`config.mk`:
```
export PLATFORM = sky130hd
export DESIGN_NAME = seq_braun_multiplier
export DESIGN_NICKNAME = d
export VERILOG_FILES = /design/src/rtl/seq_braun_multiplier.sv
export SDC_FILE = /design/constraint.sdc
export NUM_CORES = 1
export LEC_CHECK = 0
export ABC_CLOCK_PERIOD_IN_PS = 4500
export BUFFER_PORTS_ARGS = -buffer_cell sky130_fd_sc_hd__buf_2
export CELL_PAD_IN_SITES_DETAIL_PLACEMENT = 0
export CELL_PAD_IN_SITES_GLOBAL_PLACEMENT = 1
export CORE_UTILIZATION = 30
export CTS_CLUSTER_DIAMETER = 120
export DETAILED_ROUTE_END_ITERATION = 10
export PLACE_DENSITY_LB_ADDON = 0.1
export RECOVER_POWER = 25
export SYNTH_ARGS = -nofsm -noshare
export SYNTH_HDL_FRONTEND = slang
export SYNTH_SLANG_ARGS = --single-unit
```
`constraint.sdc`:
```
create_clock -name clk -period 4.5 [get_ports clk]
set_input_delay 1.35 -clock clk [delete_from_list [all_inputs] [get_ports clk]]
set_output_delay 1.35 -clock clk [all_outputs]
set_load 0.01 [all_outputs]
```
`src/rtl/seq_braun_multiplier.sv`:
```
// Sequential shift-and-add multiplier: one partial-product row per cycle,
// sign handled by magnitude capture and a final conditional negation.
module seq_braun_multiplier #(
  parameter int WIDTH = 8
) (
  input  logic                 clk,
  input  logic                 rst,
  input  logic                 in_valid,
  output logic                 in_ready,
  input  logic [WIDTH-1:0]     a,
  input  logic [WIDTH-1:0]     b,
  input  logic                 signed_mode,
  output logic                 out_valid,
  input  logic                 out_ready,
  output logic [2*WIDTH-1:0]   p,
  output logic                 busy
);

  localparam int PW    = 2 * WIDTH;
  localparam int CNT_W = $clog2(WIDTH);
  localparam logic [CNT_W-1:0] LAST_ROW = CNT_W'(WIDTH - 1);

  typedef enum logic [1:0] {IDLE, BUSY, DONE} state_t;

  state_t           state, state_nxt;
  logic [PW-1:0]    mag_a_sh;
  logic [WIDTH-1:0] mag_b;
  logic [PW-1:0]    acc;
  logic [PW-1:0]    acc_sum;
  logic             neg;
  logic [CNT_W-1:0] cnt;
  logic             last_row;

  // -2^(WIDTH-1) negates to 2^(WIDTH-1), which still fits as an unsigned magnitude
  function automatic logic [WIDTH-1:0] magnitude(input logic signed [WIDTH-1:0] x,
                                                 input logic                    en);
    logic signed [WIDTH-1:0] nx;
    nx = -x;
    return (en && x[WIDTH-1]) ? nx : x;
  endfunction

  function automatic logic [PW-1:0] apply_sign(input logic [PW-1:0] x, input logic n);
    return n ? (~x + PW'(1)) : x;
  endfunction

  assign last_row = (cnt == LAST_ROW);
  assign acc_sum  = acc + (mag_b[0] ? mag_a_sh : '0);

  always_ff @(posedge clk) begin
    if (rst) state <= IDLE;
    else     state <= state_nxt;
  end

  always_comb begin
    state_nxt = state;
    case (state)
      IDLE:    if (in_valid) state_nxt = BUSY;
      BUSY:    if (last_row) state_nxt = DONE;
      DONE:    if (out_ready) state_nxt = IDLE;
      default: state_nxt = IDLE;
    endcase
  end

  always_comb begin
    in_ready  = (state == IDLE);
    out_valid = (state == DONE);
    busy      = (state != IDLE);
  end

  // Multiplicand shifts left and multiplier right, so row i always uses bit 0
  always_ff @(posedge clk) begin
    if (rst) begin
      mag_a_sh <= '0;
      mag_b    <= '0;
      acc      <= '0;
      neg      <= 1'b0;
      cnt      <= '0;
      p        <= '0;
    end else begin
      case (state)
        IDLE: begin
          if (in_valid) begin
            mag_a_sh <= PW'(magnitude(a, signed_mode));
            mag_b    <= magnitude(b, signed_mode);
            neg      <= signed_mode & (a[WIDTH-1] ^ b[WIDTH-1]);
            acc      <= '0;
            cnt      <= '0;
          end
        end
        BUSY: begin
          acc      <= acc_sum;
          mag_a_sh <= mag_a_sh << 1;
          mag_b    <= mag_b >> 1;
          cnt      <= cnt + CNT_W'(1);
          if (last_row) p <= apply_sign(acc_sum, neg);
        end
        default: ;
      endcase
    end
  end

endmodule

```
==> results.json <==
{
  "outcome": "complete, but fails checks",
  "hpwlAfterDp_mm": 7.09,
  "cp.arrival_ns": 3.82,
  "setup_tns_ns": 0,
  "h-tree-depth": 3,
  "r2r-start": "mag_b[0]$_SDFFE_PP0P_",
  "row_count": 40,
  "cts_buffer_depth": 2,
  "utilization": 0.364,
  "yosys-top-cells-count": "dfxtp_1 (62), a21oi_1 (56), nand2_1 (50), nor2_1 (47), nand3_1 (27)",
  "syn_to_final_growth_pct": 16.1,
  "pwr_density_cell_mw_per_mm2": 320,
  "drt-initial-drc-count": 164,
  "cts_num_sinks": 62,
  "postCtsSetupBuffers": 0,
  "num_io_pins": 40,
  "async_flop_share": 0,
  "die_x_um": 115,
  "grt_pass1_vias": 3428,
  "multi_input_area_mm2": 0.00242,
  "syn_area_mm2": 0.00384,
  "slowest_stage": "dfxtp_1",
  "hold_violations": 0,
  "synth_seq_area_share": 0.323,
  "cp-end-kind": "register",
  "cp-startpoint": "mag_b[0]$_SDFFE_PP0P_",
  "r2r_cells": 11,
  "rsz0062_at_grt": "no",
  "coreArea_mm2": 0.0123,
  "cts_hold_buf": 0,
  "die_y_um": 115,
  "cts_tree": "done",
  "criticalPathCategory": "reg2reg",
  "clk_pin_slew_ns": 0.06,
  "die_area_mm2": 0.0133,
  "route.detailed.drc": 0,
  "grt_max_degree": 40,
  "worst_slew_pin_slew_ns": 1.84,
  "nets": 551,
  "fin_crit_sh": 0.796,
  "synthSimpleGateAreaFrac": 0.227,
  "critical_path.endpoint": "p[13]$_SDFFE_PP0P_",
  "grt_overflow": 0,
  "drive_gt1_frac": 0.132,
  "synth.largest_area_cell": "dfxtp_1",
  "worst-r2r-setup-slack_ns": 0.92,
  "synth_area_leaders": "dfxtp_1 (32%), a21oi_1 (7.3%), ha_1 (6.5%), nand2_1 (4.9%), nor2_1 (4.6%)",
  "vias_per_cell": 5.04,
  "antenna_found_initial": 0,
  "yosysMostFrequentCell": "dfxtp_1",
  "numCtsBuffers": 9,
  "routed_wl_mm": 9.96,
  "yosys_warnings": 0,
  "crit_path_max_fanout": 17,
  "syn_avg_cell_area_um2": 8.00,
  "clk_latency_ns": 0.33,
  "num_vias": 3437,
  "drv_cap": 1,
  "grt_use_total": 0.165,
  "antennaDiodeCount": 0,
  "crit_required_ns": 4.74,
  "reg2reg_to": "p[13]$_SDFFE_PP0P_",
  "wl_per_cell_um": 14.6,
  "synth_nets": 522,
  "min_path_type": "reg2reg",
  "grt_pass1_wl_mm": 16.9,
  "cts.repair.resized": 0,
  "firstDrtPassIters": 4,
  "yosysUniqueCellTypes": 63,
  "fill_cells": 1327,
  "place_congestion": 0.796,
  "seq_area_mm2": 0.00124,
  "numPortBuffers": 39,
  "max_slew_margin": -0.229,
  "violations": "max-capacitance violations, max-slew violations",
  "startpoint_type": "register",
  "yosys_most_used_dff": "dfxtp_1",
  "clock_skew_ns": 0.00690,
  "synth_edf_count": 0,
  "fmax_mhz": 279,
  "path_cells": "and2_1, ha_1, fa_1, a21o_1, a221oi_4, nor3_1, a211o_1, o32a_4, nor4_2, o21ai_0, a311oi_1",
  "synth_top_area_share": 0.323,
  "muxShareOfSynthArea": 0.00554,
  "final_antenna_net_count": 0,
  "synthCells": 480,
  "synth_compound_area_frac": 0.255,
  "p_total_w": 0.00143,
  "finalCriticalPeriod_ns": 3.58,
  "p_leak_nw": 1.79,
  "synth_top_family_by_area": "compound AO/OA/AOI/OAI gates",
  "clockRootBuffer": "clkbuf_16",
  "ys_seq_elements": 62,
  "synth-adder-area-share": 0.0704,
  "slew_violations": 40,
  "finalSetupViolations": 0,
  "synth-xor-area-share": 0.0704,
  "ir_drop_uv": 146,
  "initial_utilization": 0.313,
  "max_stage_delay_ns": 0.46
}
[cell type report]
type                            count  area share
Clock buffer                       11      0.0567
Clock inverter                      5      0.0129
Multi-Input combinational cell    377       0.542
Timing Repair Buffer               44      0.0499
Tap cell                          168      0.0471
Sequential cell                    62       0.278
Inverter                           15      0.0126
[logic make-up after synthesis]
family | Yosys count
mux | 2
buf+inv | 41
fa+ha+maj | 21
compound gates | 142
flops | 62
xor+xnor | 30
simple gates | 182
[worst min path at each step]
stage | startpoint | endpoint | slack (ns) | depth (start not counted)
floorplan | mag_b[3]$_SDFFE_PP0P_ | mag_b[2]$_SDFFE_PP0P_ | 0.43 | 2
global placement | p[2]$_SDFFE_PP0P_ | p[2]$_SDFFE_PP0P_ | 0.44 | 2
detailed placement | p[8]$_SDFFE_PP0P_ | p[8]$_SDFFE_PP0P_ | 0.44 | 2
CTS | p[8]$_SDFFE_PP0P_ | p[8]$_SDFFE_PP0P_ | 0.45 | 2
global route | p[0]$_SDFFE_PP0P_ | p[0]$_SDFFE_PP0P_ | 0.47 | 2
finish | p[8]$_SDFFE_PP0P_ | p[8]$_SDFFE_PP0P_ | 0.45 | 2
[worst max-delay path: cells and delay by family, from the launching register on]
kind	cells	cell delay (ns)
AO/OA/AOI/OAI	6	1.67
adder cells (fa/ha/maj)	2	0.62
flip-flops	1	0.46
AND/OR/NAND/NOR	3	0.73
[sequential cells by signal, indices dropped and copies added, names as in the netlist]
register and count:
acc 16, mag_a_sh 16, p 16, mag_b 8, cnt 3, state 2, neg 1
[cell usage in the layout (no fill, tap or decap), types with 4 or more instances in the layout]
| cell | n |
|---|---|
| dfxtp_1 | 62 |
| a21oi_1 | 56 |
| nand2_1 | 50 |
| nor2_1 | 47 |
| buf_2 | 31 |
| nand3_1 | 27 |
| ha_1 | 20 |
| and2_1 | 18 |
| xor2_1 | 17 |
| inv_1 | 15 |
| a22oi_1 | 14 |
| xnor2_1 | 12 |
| o21ai_0 | 12 |
| a211oi_1 | 11 |
| nor3_1 | 11 |
| clkbuf_16 | 9 |
| clkbuf_1 | 8 |
| a31oi_1 | 6 |
| a21o_1 | 5 |
| or3_1 | 5 |
| a221oi_1 | 5 |
| buf_4 | 5 |
| o211ai_1 | 4 |
| nand2b_1 | 4 |
[routing by layer]
layer / vias to the layer above / track usage / share of wire
met2: 41 / 0.279 / 0.46
li1: 1784 / - / -
met3: 13 / 0.0343 / 0.028
met1: 1599 / 0.208 / 0.50
met5: - / 0 / 0
met4: 0 / 0.0537 / 0.013
[where the power goes]
part           leakage (nW)  internal [W]  switching, W
clock network         0.144      0.000457      0.000252
registers             0.502      0.000564     0.0000141
logic                  1.14     0.0000462     0.0000931
total                  1.79       0.00107      0.000359
[metrics by stage]
| step | cell area [µm²] | instances | hold WS [ns] | worst slack, ns |
|---|---|---|---|---|
| 3_3_place_gp | 4160 | 666 | 0.437 | 0.965 |
| 2_1_floorplan | 3840 | 480 | 0.432 | 1.34 |
| 5_1_grt | 4460 | 682 | 0.468 | 0.620 |
| 3_5_place_dp | 4160 | 666 | 0.443 | 0.877 |
| 4_1_cts | 4470 | 682 | 0.450 | 0.884 |
| 6_report | 4460 | 682 | 0.450 | 0.918 |
Power figures use the tool's default switching activity.
